**src/rtl/rvfi_tohost_monitor.sv**
```systemverilog
// RVFI tohost monitor: ends the test on an exit store or cycle timeout.
// Optional syscall FIFO is built when RVFI_TOHOST_MON_SYSCALL_EN is defined.
module rvfi_tohost_monitor #(
  parameter int NR_PORTS = 2,
  parameter int XLEN     = 64,
  parameter int PLEN     = 56,
  parameter int CNT_W    = 32,
  parameter int SC_DEPTH = 4
) (
  input  logic                     clk_i,
  input  logic                     rst_i,
  input  logic [NR_PORTS-1:0]      commit_valid_i,
  input  logic [NR_PORTS-1:0]      commit_store_i,
  input  logic [NR_PORTS*PLEN-1:0] commit_paddr_i,
  input  logic [NR_PORTS*XLEN-1:0] commit_wdata_i,
  input  logic [PLEN-1:0]          tohost_addr_i,
  input  logic [CNT_W-1:0]         timeout_i,
  output logic                     done_o,
  output logic [31:0]              end_of_test_o,
  output logic [CNT_W-1:0]         cycles_o,
  output logic                     sc_valid_o,
  output logic [XLEN-1:0]          sc_data_o,
  input  logic                     sc_ready_i,
  output logic                     sc_overflow_o
);

  typedef enum logic {S_RUN = 1'b0, S_DONE = 1'b1} state_t;

  state_t              r_state, w_state_next;
  logic                r_done, w_done_next;
  logic [31:0]         r_eot, w_eot_next;
  logic [CNT_W-1:0]    r_cycles, w_cycles_next;
  logic [NR_PORTS-1:0] w_hit;
  logic [NR_PORTS-1:0] w_sc_req;
  logic                w_exit;
  logic [31:0]         w_exit_code;
  logic                w_timeout;

  always_comb begin
    for (int unsigned i = 0; i < NR_PORTS; i++) begin
      w_hit[i] = commit_valid_i[i] && commit_store_i[i] && (tohost_addr_i != '0) &&
                 (commit_paddr_i[i*PLEN +: PLEN] == tohost_addr_i);
    end
  end

  // Ascending scan: the first exit masks every higher-index port this cycle.
  always_comb begin
    w_exit      = 1'b0;
    w_exit_code = '0;
    w_sc_req    = '0;
    if (r_state == S_RUN) begin
      for (int unsigned i = 0; i < NR_PORTS; i++) begin
        if (w_hit[i] && !w_exit) begin
          if (commit_wdata_i[i*XLEN]) begin
            w_exit      = 1'b1;
            w_exit_code = commit_wdata_i[i*XLEN +: 32];
          end else begin
            w_sc_req[i] = 1'b1;
          end
        end
      end
    end
  end

  assign w_timeout = (timeout_i != '0) && (r_cycles == timeout_i - CNT_W'(1));

  always_ff @(posedge clk_i) begin
    if (rst_i) begin
      r_state  <= S_RUN;
      r_done   <= 1'b0;
      r_eot    <= '0;
      r_cycles <= '0;
    end else begin
      r_state  <= w_state_next;
      r_done   <= w_done_next;
      r_eot    <= w_eot_next;
      r_cycles <= w_cycles_next;
    end
  end

  always_comb begin
    w_state_next  = r_state;
    w_done_next   = r_done;
    w_eot_next    = r_eot;
    w_cycles_next = r_cycles;
    case (r_state)
      S_RUN: begin
        if (r_cycles != '1) w_cycles_next = r_cycles + CNT_W'(1);
        if (w_exit) begin
          w_state_next = S_DONE;
          w_done_next  = 1'b1;
          w_eot_next   = w_exit_code;
        end else if (w_timeout) begin
          w_state_next = S_DONE;
          w_done_next  = 1'b1;
          w_eot_next   = '1;
        end
      end
      default: ;
    endcase
  end

  assign done_o        = r_done;
  assign end_of_test_o = r_eot;
  assign cycles_o      = r_cycles;

`ifdef RVFI_TOHOST_MON_SYSCALL_EN
  localparam int AW = $clog2(SC_DEPTH);
  localparam int PW = AW + 1;

  logic [XLEN-1:0]     r_mem [SC_DEPTH];
  logic [PW-1:0]       r_wr, r_rd;
  logic                r_sc_valid, r_ovf;
  logic [XLEN-1:0]     r_sc_data;
  logic [PW-1:0]       w_count, w_free, w_n_push, w_wr_next, w_rd_next;
  logic                w_pop, w_drop, w_valid_next;
  logic [NR_PORTS-1:0] w_push;
  logic [AW-1:0]       w_slot [NR_PORTS];
  logic [XLEN-1:0]     w_data_next;

  // Free space includes the slot released by a same-cycle pop.
  always_comb begin
    w_count  = r_wr - r_rd;
    w_pop    = r_sc_valid && sc_ready_i;
    w_free   = PW'(SC_DEPTH) - w_count + PW'(w_pop);
    w_n_push = '0;
    w_push   = '0;
    w_drop   = 1'b0;
    for (int unsigned i = 0; i < NR_PORTS; i++) begin
      w_slot[i] = r_wr[AW-1:0] + w_n_push[AW-1:0];
      if (w_sc_req[i]) begin
        if (w_n_push < w_free) begin
          w_push[i] = 1'b1;
          w_n_push  = w_n_push + PW'(1);
        end else begin
          w_drop = 1'b1;
        end
      end
    end
    w_wr_next    = r_wr + w_n_push;
    w_rd_next    = r_rd + PW'(w_pop);
    w_valid_next = (w_wr_next != w_rd_next);
    w_data_next  = r_mem[w_rd_next[AW-1:0]];
    for (int unsigned i = 0; i < NR_PORTS; i++) begin
      if (w_push[i] && (w_slot[i] == w_rd_next[AW-1:0])) begin
        w_data_next = commit_wdata_i[i*XLEN +: XLEN];
      end
    end
    if (!w_valid_next) w_data_next = '0;
  end

  always_ff @(posedge clk_i) begin
    if (rst_i) begin
      r_wr       <= '0;
      r_rd       <= '0;
      r_sc_valid <= 1'b0;
      r_sc_data  <= '0;
      r_ovf      <= 1'b0;
    end else begin
      r_wr       <= w_wr_next;
      r_rd       <= w_rd_next;
      r_sc_valid <= w_valid_next;
      r_sc_data  <= w_data_next;
      r_ovf      <= r_ovf | w_drop;
    end
  end

  always_ff @(posedge clk_i) begin
    if (!rst_i) begin
      for (int unsigned i = 0; i < NR_PORTS; i++) begin
        if (w_push[i]) r_mem[w_slot[i]] <= commit_wdata_i[i*XLEN +: XLEN];
      end
    end
  end

  assign sc_valid_o    = r_sc_valid;
  assign sc_data_o     = r_sc_data;
  assign sc_overflow_o = r_ovf;
`else
  logic [NR_PORTS*XLEN+NR_PORTS:0] w_unused;
  assign w_unused      = {sc_ready_i, w_sc_req, commit_wdata_i};
  assign sc_valid_o    = 1'b0;
  assign sc_data_o     = '0;
  assign sc_overflow_o = 1'b0;
`endif

endmodule

```
**config.mk**
```make
export PLATFORM = sky130hd
export DESIGN_NAME = rvfi_tohost_monitor
export DESIGN_NICKNAME = d
export VERILOG_FILES = /design/src/rtl/rvfi_tohost_monitor.sv
export SDC_FILE = /design/constraint.sdc
export NUM_CORES = 1
export LEC_CHECK = 0
export ABC_AREA = 1
export CAP_MARGIN = 10
export CORE_AREA = 4 4 177 179
export DETAILED_ROUTE_END_ITERATION = 10
export DIE_AREA = 0 0 181 183
export PLACE_DENSITY_LB_ADDON = 0.08
export SLEW_MARGIN = 25
export SYNTH_ARGS = -nofsm -noshare
export SYNTH_HDL_FRONTEND = slang
export SYNTH_SLANG_ARGS = --single-unit
```
**constraint.sdc**
```tcl
create_clock -name clk_i -period 6.65 [get_ports clk_i]
set_clock_uncertainty 0.2 [all_clocks]
set_input_delay 0.665 -clock clk_i [delete_from_list [all_inputs] [get_ports clk_i]]
set_output_delay 0.665 -clock clk_i [all_outputs]
set_load 0.02 [all_outputs]
```
== Yosys cells after proc, flatten, opt, wreduce, memory -nomap -nowiden ==
Cells that the tools add are included.
Word-level totals
  logic and storage cells: 42
  output and inout bits: 131
  bits in registers: 66
  input port bits: 335
Cells by class
  bitwise gates (word level): 1
  equal/unequal tests: 4
  muxes and demuxes: 17
  reduce and logical (&&, ||, !) cells: 14
  $add $sub $neg: 2
Operators with widths (count)
  two-way mux 32 bit: 6
  equality test 56 bit: 2
  nonzero test 56 bit: 1
  adder 32 x 1 -> 32 bit (second input constant): 1
  equality test 32 bit: 1
  inequality test 32 bit (second input constant): 1
  nonzero test 32 bit: 1
  subtractor 32 x 1 -> 32 bit (second input constant): 1
  two-way mux 1 bit: 11
  logical AND 1 bit: 8
  AND reduction 2 bit: 2
  nonzero test 2 bit: 1
  zero test 1 bit: 1
  NOT 1 bit: 1

== Longest topological paths before layout ==
  word-level depth: 11
  depth in mapped cells: 19
  gate-level depth less buffers: 18

== Least setup slack after synthesis ==
Ideal clock, no wire load.
  kind: input -> register
  start point: in timeout_i[0]
  end point: reg r_done, in the netlist done_o
  buffers on the path: 1
  data required time: 6.317 ns
  stages: 15
  setup slack: 3.954 ns
  arrival: 2.363 ns
  library setup time: 0.133 ns
  cell sequence: inv_1 ha_1 nand2_4 nor2_2 nand2_1 nor2_2 xor2_1 nand2_1 nand3_1 nor2_1 nand2_1 nand2_2 nand2_4 buf_8 a21oi_4
Between the ends
  word-level cells in the longest chain between the ends: 5
  elaborated cells on any way between the ends: 6
  classes of those cells: add/sub: 1; eq/ne: 1; reduce/logical: 4
RTL lines
  start: declaration: RTL line 17  | input logic [CNT_W-1:0] timeout_i,
  subtractor 32 x 1 -> 32 bit: RTL line 65  | assign w_timeout = (timeout_i != '0) && (r_cycles == timeout_i - CNT_W'(1));
  equality test 32 bit: RTL line 65
  logical AND 1 bit *: RTL line 65
  nonzero test 2 bit (no line) *
  AND reduction 2 bit (no line) *
  end signal: assignment: RTL line 75  | r_done <= w_done_next;
  end: declaration: RTL line 30  | logic r_done, w_done_next;
Mark *: on every way between the ends. The rest lies on a longest branch, timed or not.
A chain may end at the register's enable or synchronous reset.

== Final worst setup path ==
  start point: in tohost_addr_i[40]
  end point: reg r_eot[25], in the netlist end_of_test_o[25]
Between the ends
  word-level cells in the longest chain between the ends: 11
  elaborated cells on any way between the ends: 20
  classes of those cells: eq/ne: 2; mux: 9; reduce/logical: 9
RTL lines
  start: declaration: RTL line 16  | input logic [PLEN-1:0] tohost_addr_i,
  nonzero test 56 bit: RTL line 41  | w_hit[i] = commit_valid_i[i] && commit_store_i[i] && (tohost_addr_i != '0) &&
  logical AND 1 bit (2 in a row): RTL line 41
  two-way mux 1 bit: RTL line 53  | if (w_hit[i] && !w_exit) begin
  two-way mux 1 bit: RTL line 51  | if (r_state == S_RUN) begin
  zero test 1 bit: RTL line 53
  logical AND 1 bit: RTL line 53
  two-way mux 1 bit: RTL line 53
  two-way mux 1 bit: RTL line 51
  nonzero test 2 bit (no line)
  AND reduction 2 bit (no line)
  end signal: assignment: RTL line 76  | r_eot <= w_eot_next;
  end: declaration: RTL line 31  | logic [31:0] r_eot, w_eot_next;
Parallel ways exist; a longest one is shown, timed or not. The select of a mux whose other input is x is not followed.

==> results.cfg <==
[logic_synthesis]
synth_edf_count = 0
ys_seq_area_frac = 0.176
postSynth.asyncResetShare = 0
synth_seq_cells = 66
yosysUniqueCellTypes = 40
syn_inst = 1253
synth_top_area_share = 0.176
netlist_area_um2 = 7520
synth_top_cells_by_area = dfxtp_1 18%, nand2_1 12%, inv_1 8.9%
synth_top_area_cell = dfxtp_1
synth_top_flop_cell = dfxtp_1
synth_area_per_cell_um2 = 6.00
yosys_warnings = 0

[placed_design]
gp_congestion = 0.945
dp_hpwl_um = 29900
io_buffers = 334
place_ws_ns = 2.39

[timing]
fin_setup_tns_ns = 0
period_share = 0.579
final_max_slew_viol_count = 0
period_needed_ns = 3.85
fin_hold_ws_ns = 0.251
hold_viol_final = 0
tightest_slew_ns = 0.702
max_freq_ghz = 0.260
setup_viol = 0
relSlewSlack = 0.532
rsz0062_at_grt = false
layout_setup_ws_ns = 2.80

[grt]
gr-total-overflow = 0
grt.total_usage = 0.203
grt_max_degree = 48
grt_pass1_wl_um = 52000
antenna_found_initial = 6
grt_pass1_vias = 8901

[detailed_routing]
vias = 8816
routed_wl_um = 35100
first_pass_iters = 5
vias_per_cell = 4.48
wl_per_cell_um = 17.8
drtIter0Drc = 440
postRouteAntennaNets = 0
drc_errors = 0

[setup_path]
critPathMaxStageDelay_ns = 0.56
cp.buffers_inverters = 3
crit_family = simple AND/OR/NAND/NOR gates
cpMostUsedCell = nand2_1
critPathMaxFanout = 33
endpoint_kind = flop
crit_path_start_kind = input port
worst_ep_arrival_time_ns = 3.92
path_cells = clkdlybuf4s50_1 -> xnor2_1 -> nand2_1 -> nor3_1 -> nand3_1 -> nor2_2 -> buf_4 -> nand3_1 -> nand2_1 -> buf_4 -> nand2_1 -> nand2_2 -> nand2_4 -> a21oi_2
critPathKind = input port to flop
cp_data_required_time_ns = 6.72
crit_slowest_cell = clkdlybuf4s50_1

[floorplan]
rows = 63
die_w_um = 181
num_io_pins = 466
core_area_um2 = 29600
die_area_um2 = 33100
initial_utilization = 0.255
dieHeight_um = 183

[cts]
cts_resized = 0
post-cts-setup-buffer-count = 0
cts.clk_slew.worst_paths_ns = 0.06
cts_buffers = 9
cts_sinks = 66
cts_max_path_buffers = 2
holdBufCountCts = 0
root_buffer = clkbuf_16
clkLatencyLatePin_ns = 0.33
cts_tree = yes
htree_num_levels = 3

[power_and_ir_drop]
leakage_nw = 4.49
p_per_area_nw_per_um2 = 116
power_mw = 1.32
vdd_drop_max_uv = 145

[job]
maxCapViolations = 0

[worst_hold_path]
hold_path_class = flop to flop

[final_layout]
multi_input_comb_area_um2 = 5080
syn_to_final_growth_pct = 50.7
regArea_um2 = 1320
fin_util = 0.383
nets = 1910
layout-drive-gt1-share = 0.0577
nFillCells = 3272

[run_status]
status = finished clean
cells in the final DEF, fill, tap and decap left out, types with 14 or more instances in the layout:
master and n:
nor4_1 14, dfxtp_1 66, a21oi_2 21, nand2_1 242
conb_1 66, clkdlybuf4s50_1 334, a21oi_1 28, nand3_1 95
xor2_1 49, o21ai_0 63, nor2_1 168, nor3_1 27
xnor2_1 58, nand4_1 57, inv_1 177
metal layers:
| layer | wire length (µm) | up-vias | track usage |
|---|---|---|---|
| met3 | 3020 | 47 | 0.0694 |
| li1 | - | 4522 | - |
| met5 | 57 | - | 0 |
| met2 | 16000 | 330 | 0.336 |
| met1 | 15100 | 3909 | 0.254 |
| met4 | 864 | 8 | 0.0564 |
power by group:
part           switching [mW]  internal [mW]  leakage (nW)  total (mW)
Sequential            0.00194          0.397         0.532       0.399
Combinational           0.188          0.206          3.80       0.394
Clock                   0.193          0.330         0.153       0.523
final timing paths:
check,startpoint,endpoint,slack [ns],depth (start not counted)
setup / recovery,tohost_addr_i[40],end_of_test_o[25],2.80,14
hold / removal,end_of_test_o[2],end_of_test_o[2],0.25,2
setup reg to reg,cycles_o[0],cycles_o[16],3.74,13
hold reg to reg,end_of_test_o[2],end_of_test_o[2],0.25,2
cell families (layout without fill, tap and decap cells):
family | Yosys count | after routing | share of synthesized area
flops | 66 | 66 | 0.176
other cells | 1 | 69 | 0.000498
xor+xnor | 107 | 107 | 0.125
buf+inv | 289 | 548 | 0.182
fa+ha+maj | 3 | 3 | 0.00499
simple gates | 643 | 643 | 0.389
compound gates | 144 | 144 | 0.123
through the flow:
stage | cells | area [µm²]
floorplan | 1318 | 7770
global placement | 1951 | 11000
detailed placement | 1951 | 11000
CTS | 1967 | 11300
global route | 1969 | 11300
finish | 1970 | 11300
sequential cells by signal, summed over array words and instances, names as in the netlist:
name,count
cycles_o,32
r_state,1
done_o,1
end_of_test_o,32
area by class of cell:
class | instances | area share
multi-input combinational | 963 | 0.448
timing repair buffer | 343 | 0.301
sequential | 66 | 0.117
inverter | 189 | 0.0626
tap | 390 | 0.0430
clock buffer | 10 | 0.0202
clock inverter | 6 | 0.00795
antenna | 3 | 0.000662
worst min-delay path, stage by stage, from the launching register on:
cell and delay (ns):
dfxtp_1 0.31, inv_1 0.04, a21oi_1 0.05
synth_stat cells (5+ instances only):
cell / number
nor2_1: 170
nand3_1: 95
nand3b_1: 6
dfxtp_1: 66
nor3_1: 27
nor2_2: 7
a21oi_2: 21
nand4_1: 57
xnor2_1: 58
clkbuf_1: 23
inv_1: 178
o21ai_0: 63
o22ai_1: 8
a21oi_1: 28
o21ai_1: 9
inv_2: 8
buf_2: 7
nand2_1: 242
nand2_2: 5
buf_4: 67
a21oi_4: 9
xor2_1: 49
nor4_1: 14
(Power assumes the default switching activity.)
